### src/rtl/enc_prio_rr.sv
// Registered N-to-log2(N) request encoder with fixed-priority or round-robin
// arbitration, a multi-request flag and a one-entry valid/ready output stage.
module enc_prio_rr #(
    parameter  int unsigned N  = 8,
    parameter  int unsigned RR = 0,
    localparam int unsigned W  = $clog2(N)
) (
    input  logic         clk,
    input  logic         rst_n,
    input  logic         en_n,
    input  logic [N-1:0] req,
    output logic [W-1:0] y,
    output logic         valid,
    output logic         multi,
    input  logic         out_ready
);

    logic [W-1:0] ptr;
    logic [W-1:0] ptr_nxt;
    logic [W-1:0] win;
    logic         found;
    logic         any;
    logic         many;
    logic         load;
    int unsigned  j;

    assign any  = |req;
    assign many = (req & (req - N'(1))) != '0;
    assign load = !en_n && (!valid || out_ready);

    always_comb begin
        win   = '0;
        found = 1'b0;
        j     = 0;
        if (RR == 0) begin
            // ascending scan: the last (highest) set index wins
            for (int unsigned i = 0; i < N; i++) begin
                if (req[i]) win = W'(i);
            end
        end else begin
            // scan starting at ptr, wrapping at N rather than 2**W
            for (int unsigned k = 0; k < N; k++) begin
                j = 32'(ptr) + k;
                if (j >= N) j = j - N;
                if (!found && req[j]) begin
                    win   = W'(j);
                    found = 1'b1;
                end
            end
        end
        ptr_nxt = (win == W'(N - 1)) ? '0 : win + W'(1);
    end

    always_ff @(posedge clk or negedge rst_n) begin
        if (!rst_n) begin
            y     <= '0;
            valid <= 1'b0;
            multi <= 1'b0;
            ptr   <= '0;
        end else if (load) begin
            if (any) begin
                y     <= win;
                valid <= 1'b1;
                multi <= many;
                if (RR != 0) ptr <= ptr_nxt;
            end else begin
                y     <= '0;
                valid <= 1'b0;
                multi <= 1'b0;
            end
        end else if (valid && out_ready) begin
            y     <= '0;
            valid <= 1'b0;
            multi <= 1'b0;
        end
    end

endmodule

### config.mk
export PLATFORM = sky130hd
export DESIGN_NAME = enc_prio_rr
export DESIGN_NICKNAME = d
export VERILOG_FILES = /design/src/rtl/enc_prio_rr.sv
export SDC_FILE = /design/constraint.sdc
export NUM_CORES = 1
export LEC_CHECK = 0
export ABC_AREA = 1
export CAP_MARGIN = 15
export CORE_AREA = 2 2 39 41
export CTS_CLUSTER_DIAMETER = 80
export CTS_CLUSTER_SIZE = 8
export DETAILED_ROUTE_END_ITERATION = 16
export DIE_AREA = 0 0 41 43
export GPL_TIMING_DRIVEN = 1
export SETUP_SLACK_MARGIN = 0.4
export SYNTH_ARGS = -nofsm -noshare
export SYNTH_HDL_FRONTEND = slang
export SYNTH_SLANG_ARGS = --single-unit
### constraint.sdc
create_clock -name clk -period 2.4 [get_ports clk]
set_input_delay 0.24 -clock clk [delete_from_list [all_inputs] [get_ports clk]]
set_output_delay 0.24 -clock clk [all_outputs]
set_load 0.005 [all_outputs]
# Yosys cells after proc, flatten, opt, wreduce, memory -nomap -nowiden
# Cells that the tools add are included.
# totals
register_bits,5
latchBits,0
ramBits,0
romBits,0
inputBits,12
out_inout_bits,5
word_cells,28
n_memories,0
# op_classes
add_sub_neg,1
multipliers,0
div,0
order_cmp,0
n_eq_ne,0
shifts,0
muxes,15
bitwise_logic,1
reduce_logical,8
# ops
cell,count
two-way mux 3 bit,8
AND 8 bit,1
nonzero test 8 bit,1
OR reduction 8 bit,1
"subtractor 8 x 1 -> 8 bit, second input constant",1
two-way mux 1 bit,6
logical AND 1 bit,2
logical NOT 1 bit,2
two-way mux 2 bit,1
nonzero test 2 bit,1
logical OR 1 bit,1

# Depth between registers and ports, before layout
# Gate-level depths: netlist of the first run.
# logic_depth
word_depth,9
mapped_depth,8
depth_no_buf,8

# Worst setup path after synthesis of the first run
# Ideal clock, no wire load.
# synth_timing
path_type,register to register
start,register valid
end,register y[2]
setup_time_ns,0.121
arrival_time_ns,0.835
required_time_ns,2.279
path_slack_ns,1.444
stages_incl_launch_ff,4
n_path_buf,0
synth_period_minus_slack_ns,0.956
cell_sequence,dfrtp_1 > nand2_1 > o21ai_0 > a22o_1
# synth_between
elab_chain_cells,4
elab_cells_between_ends,6
cone_classes,mux: 1; reduce/logical: 5
# synth_lines
element,line,text
start: declaration,13,"output logic valid,"
start signal: assignment,57,valid <= 1'b0;
start signal: assignment,63,valid <= 1'b1;
start signal: assignment,68,valid <= 1'b0;
logical NOT 1 bit,29,assign load = !en_n && (!valid || out_ready);
logical OR 1 bit,29,
logical AND 1 bit,29,
two-way mux 3 bit or nonzero test 2 bit (tied branches),--,
end signal: assignment,62,y <= win;
end: declaration,12,"output logic [W-1:0] y,"
# Parallel ways exist; a longest one is shown, timed or not.
# A chain may end at the register's enable or synchronous reset.

# Worst setup path in the final report of the first run
# layout_timing
start,register valid
end,output port valid
# No word-level cell between the ends.

==> flow_metrics.env, run 1 <==
export IMPL_status="complete, no violations"
export IMPL_power_leakage_uw=0.0002765
export IMPL_hold_violations=0
export IMPL_ys_seq_area_frac=0.3509
export IMPL_port_buffers=16
export IMPL_cts_sinks=5
export IMPL_cts_root_buf="clkbuf_4"
export IMPL_crit_fanout=3
export IMPL_synth_simple_area_share=0.4526
export IMPL_grt_max_degree=6
export IMPL_max_cap_viol_count=0
export IMPL_via_count=389
export IMPL_core_sq_um=1384
export IMPL_path_class="reg2out"
export IMPL_worst_path_dominant_cell_family="buffers and inverters"
export IMPL_synth_compound_area_frac=0.1018
export IMPL_path_cells="clkdlybuf4s50_1"
export IMPL_crit_slowest_cell="clkdlybuf4s50_1"
export IMPL_ios=17
export IMPL_skew_ps=4.794
export IMPL_setup_violations_final=0
export IMPL_ys_types=14
export IMPL_avgSynthCellArea_sq_um=6.368
export IMPL_cts_hold_buffers=0
export IMPL_drtAntennaViolNets=0
export IMPL_clk_pin_slew_ps=50
export IMPL_design_area_sq_um=563.0
export IMPL_chipWidth_microns=41
export IMPL_fin_crit_sh=0.5530
export IMPL_yosys_top_cells_area="dfrtp_1 (35%), nand2_1 (24%), inv_1 (7.4%)"
export IMPL_synth_fa_ha_area_frac=0
export IMPL_drcViolationCount=0
export IMPL_drive_gt1_frac=0.1184
export IMPL_area_delta_synth_final_pct=57.89
export IMPL_synth_xor_area_share=0
export IMPL_routabilityCongestion=0.7793
export IMPL_post_cts_buffers=0
export IMPL_place_area_sq_um=536.8
export IMPL_synth_edf_count=0
export IMPL_htreeDepth=1
export IMPL_relSlewSlack=0.6888
export IMPL_clock_path_buffers=2
export IMPL_cp_start_kind="flip-flop"
export IMPL_num_nets_final=89
export IMPL_fmax_mhz=753.4
export IMPL_synth_area_sq_um=356.6
export IMPL_postSynthCellCount=56
export IMPL_die_y_microns=43
export IMPL_powerDensity_nw_per_um2=502.5
export IMPL_netlist_top_cell_by_area="dfrtp_1"
export IMPL_start_util=0.2577
export IMPL_synth_top_cells_by_count="nand2_1 (23), inv_1 (7), dfrtp_1 (5)"
export IMPL_drt_iter0_drc=3
export IMPL_rsz0062_at_grt="no"
export IMPL_syn_num_nets=68
export IMPL_antenna_found_initial=0
export IMPL_dp_hpwl_microns=654.1
export IMPL_diodes=0
export IMPL_worstMarginPinSlew_ps=461.9
export IMPL_critPathRequiredTime_ps=2160
export IMPL_cts_resized=0
export IMPL_total_power_uw=282.9
export IMPL_placed_cells=88
export IMPL_synth_top_family_by_area="simple AND/OR/NAND/NOR gates"
export IMPL_synth_ff_type="dfrtp_1"
export IMPL_tns_ps=0
export IMPL_cts_tree="built"
export IMPL_grt_pass1_wl_microns=1276
export IMPL_vdd_ir_drop_max_v=0.0001891
export IMPL_synth_seq_cells=5
export IMPL_final_cells=92
export IMPL_arrival_ps=1090
export IMPL_grt_ovfl_total=0
export IMPL_rows=14
export IMPL_finalCriticalPeriod_ps=1327
export IMPL_hp_class="in2async"
export IMPL_drv_slew=0
export IMPL_grt_pass1_vias=348
export IMPL_yosys_warnings=0
export IMPL_synth_top_area_frac=0.3509
export IMPL_worstSkewPairLatency_ps=240
export IMPL_drt_total_wl_microns=756
export IMPL_wl_per_cell_microns=8.217
export IMPL_vias_per_cell=4.228
export IMPL_die_area_sq_um=1763
export IMPL_path_buf_inv=1
export IMPL_numCtsBuffers=3
export IMPL_slowest_delay_ps=500
export IMPL_end_kind="output port"
export IMPL_yosysMostFrequentCell="nand2_1"
export IMPL_synth_area_mux_share=0
export IMPL_grt_usage=0.1003
export IMPL_async_reset_ff_frac=1.000
export IMPL_fillCellCount=160
export IMPL_drtPass1Iterations=2
layout by cell type, fill, tap and decap left out, drive strengths merged:
| master | n |
|---|---|
| nor3 | 2 |
| a22o | 1 |
| nand2 | 24 |
| o21ai | 3 |
| o21bai | 1 |
| dfrtp | 5 |
| clkbuf | 4 |
| inv | 9 |
| nand3 | 3 |
| a21oi | 1 |
| nor2 | 7 |
| clkdlybuf4s50 | 16 |
cells by family (layout without fill, tap and decap cells):
family                 Yosys count  count (layout)
flip-flops                       5               5
buffers and inverters            9              29
AO/OA/AOI/OAI                    6               6
AND/OR/NAND/NOR                 36              36
sequential cells by signal (all words and copies together) (netlist names):
name,flops
valid,1
y,3
multi,1
final timing paths:
path	startpoint	endpoint	slack, ps	depth (start not counted)
worst max-delay path	valid	valid	1070	1
worst min register to register	multi	multi	480	2
min in group clk	multi	multi	480	2
max in group asynchronous	rst_n	y[1]	1980	1
worst min-delay path	rst_n	y[2]	220	1
worst max register to register	valid	y[2]	1340	2
worst reg2reg max path: stages, from the launching register on:
cell and delay, ps:
dfrtp_1 380, o21ai_0 410, a22o_1 210
metal layers:
layer / GRT usage / wire length (microns) / vias up
li1: - / - / 211
met1: 0.1154 / 326 / 163
met2: 0.1719 / 364 / 15
met3: 0.01571 / 64 / 0
met4: 0.04000 / 0 / 0
met5: 0 / 0 / -
stage by stage:
step	setup WS, ps	hold WS [ps]	utilization
finish	1073	223.2	0.4069
global route	1021	239.9	0.4069
CTS	1061	227.2	0.4069
detailed placement	948.3	473.3	0.3879
global placement	955.8	468.6	0.3879
floorplan	1444	-55.59	-
cell type report:
| class | instances | area, sq um | area share |
|---|---|---|---|
| clock buffer | 4 | 26.28 | 0.04667 |
| inverter | 9 | 33.78 | 0.06000 |
| multi-input combinational | 42 | 197.7 | 0.3511 |
| sequential | 5 | 125.1 | 0.2222 |
| tap | 16 | 20.02 | 0.03556 |
| timing repair buffer | 16 | 160.2 | 0.2844 |
power by group:
part | internal (uW) | switching [uW] | leakage, uW
Sequential | 96.2 | 6.80 | 0.0000593
Combinational | 48.9 | 34.8 | 0.000202
Clock | 62.8 | 33.4 | 0.0000150
Total | 208 | 74.9 | 0.000276
No activity file was read; power rests on OpenSTA's default activity.
==> run 2: changes to the inputs <==
clock period = 1.05 ns   (was 2.4 ns; I/O delays follow)
==> run 2 against run 1 <==
Die area unchanged. Largest power group unchanged. Total power up 140%. Hold slack worse by 150 ps. Largest cell class unchanged. Global-route usage up 0.98 points. Critical endpoint is now y[2]. Critical path depth up 3.
==> flow_metrics.env, run 2 (synthesized netlist as in run 1, its figures left out) <==
export IMPL_diodes=0
export IMPL_cts_hold_buffers=0
export IMPL_ios=17
export IMPL_power_leakage_uw=0.0003477
export IMPL_worstReg2RegEnd="y[2]"
export IMPL_chipWidth_microns=41
export IMPL_switching_share=0.2895
export IMPL_skew_ps=2.085
export IMPL_status="complete, no violations"
export IMPL_drv_slew=0
export IMPL_use_met2=0.1969
export IMPL_clock_path_buffers=2
export IMPL_place_area_sq_um=573.1
export IMPL_grt_ovfl_total=0
export IMPL_pwr_share_clk=0.328
export IMPL_grt_pass1_wl_microns=1283
export IMPL_drt_iter0_drc=3
export IMPL_grt_max_degree=6
export IMPL_start_util=0.2577
export IMPL_rsz0062_at_grt="yes"
export IMPL_hp_class="in2async"
export IMPL_design_area_sq_um=641.9
export IMPL_worstSkewPairLatency_ps=240
export IMPL_fin_crit_sh=0.9295
export IMPL_clk_pin_slew_ps=40
export IMPL_hold_violations=0
export IMPL_cp_start_kind="flip-flop"
export IMPL_dp_hpwl_microns=650
export IMPL_r2r_cells=4
export IMPL_largest_registers="y (3), multi (1), valid (1)"
export IMPL_die_area_sq_um=1763
export IMPL_end_kind="flip-flop"
export IMPL_port_buffers=16
export IMPL_grt_usage=0.1101
export IMPL_area_delta_synth_final_pct=80.00
export IMPL_grt_pass1_vias=375
export IMPL_fmax_mhz=1025
export IMPL_use_met1=0.09236
export IMPL_total_power_uw=688.6
export IMPL_htreeDepth=1
export IMPL_seqPwrFrac=0.339
export IMPL_largest_register_ffs=3
export IMPL_cts_sinks=5
export IMPL_drive_gt1_frac=0.3372
export IMPL_via_count=442
export IMPL_vias_per_cell=4.333
export IMPL_numCtsBuffers=3
export IMPL_cts_tree="built"
export IMPL_core_sq_um=1384
export IMPL_top_register="y"
export IMPL_arrival_ps=1110
export IMPL_routabilityCongestion=0.7761
export IMPL_fillCellCount=159
export IMPL_antenna_found_initial=0
export IMPL_crit_fanout=4
export IMPL_critPathRequiredTime_ps=1180
export IMPL_worstMarginPinSlew_ps=219.9
export IMPL_drtAntennaViolNets=0
export IMPL_final_common_cell="nand2_1"
export IMPL_drt_total_wl_microns=891
export IMPL_max_cap_viol_count=0
export IMPL_cts_root_buf="clkbuf_4"
export IMPL_wl_per_cell_microns=8.735
export IMPL_rows=14
export IMPL_p_int_uw=489.3
export IMPL_p_switching_uw=199.3
export IMPL_r2r_start="valid"
export IMPL_critPathLaunch="valid"
export IMPL_relSlewSlack=0.8529
export IMPL_setup_violations_final=0
export IMPL_grtUsageMet3=0.01571
export IMPL_finalCriticalPeriod_ps=976.0
export IMPL_powerDensity_nw_per_um2=1073
export IMPL_path_class="reg2reg"
export IMPL_grt_busiest_layer="met2"
export IMPL_drtPass1Iterations=2
export IMPL_num_nets_final=99
export IMPL_p_comb_frac=0.333
export IMPL_rrSetupSlack_ps=70
export IMPL_layout_common_cells="nand2_1 (21), buf_4 (9), inv_1 (5), dlygate4sd2_1 (5), dfrtp_1 (5)"
export IMPL_die_y_microns=43
export IMPL_drcViolationCount=0
export IMPL_vdd_ir_drop_max_v=0.0002551
==> run 2: changes by cell type in the layout (fill, tap and decap cells not counted), sizes merged <==
cell,previous run,this run
buf,0,14
clkdlybuf4s15,0,2
clkdlybuf4s50,16,4
dlygate4sd2,0,5
dlymetal6s2s,0,1
==> run 2: per-layer routing <==
| layer | up-vias | share of wire |
|---|---|---|
| met5 | - | 0 |
| li1 | 231 | - |
| met2 | 17 | 0.52 |
| met3 | 2 | 0.073 |
| met1 | 192 | 0.39 |
| met4 | 0 | 0.013 |
==> run 2: how the worst max path moves through the flow <==
stage | to | slack (ps) | cells after the start
6_report | y[2] | 70 | 4
5_1_grt | y[2] | 50 | 4
4_1_cts | y[2] | 90 | 4
3_5_place_dp | multi | -260 | 9
3_3_place_gp | multi | -250 | 9
2_1_floorplan | y[2] | 180 | 3
==> run 2: worst max-delay path, stage by stage (launching register included) <==
cell and delay [ps]:
dfrtp_1 390, buf_6 140, nand2_4 70, o21ai_4 70, a22o_1 200
==> run 2: metrics by stage <==
| step | instances | hold WS (ps) | TNS (ps) | worst slack, ps | utilization |
|---|---|---|---|---|---|
| after floorplan | 56 | -190.6 | 0 | 179.5 | - |
| after global placement | 92 | 341.2 | -782.8 | -249.2 | 0.4141 |
| after detailed placement | 92 | 342.0 | -859.3 | -260.7 | 0.4141 |
| final | 102 | 77.52 | 0 | 73.98 | 0.4638 |
| after global routing | 102 | 87.78 | 0 | 48.12 | 0.4638 |
| after CTS | 100 | 78.02 | 0 | 93.21 | 0.4467 |
==> run 2: power by group through the flow <==
stage	logic [uW]	clock network, uW	registers (uW)
CTS	222	237	232
floorplan	75.0	0	241
global placement	211	0	238
global route	253	247	237
detailed placement	211	0	239
finish	229	226	234
==> run 2: final cells by class <==
class | instances | area (sq um) | area share
multi-input cells | 42 | 221.5 | 0.3450
repair buffers | 26 | 215.2 | 0.3353
flip-flops and latches | 5 | 125.1 | 0.1949
inverters | 9 | 33.78 | 0.05263
clock buffers | 4 | 26.28 | 0.04094
well taps | 16 | 20.02 | 0.03119
==> run 2: timing repair <==
action                                  in CTS  in global routing
gates cloned                                 0                  0
endpoints found under the setup margin      10                 10
buffers inserted                             4                  2
gates resized for setup                     28                  5
pin swaps                                    4                  4
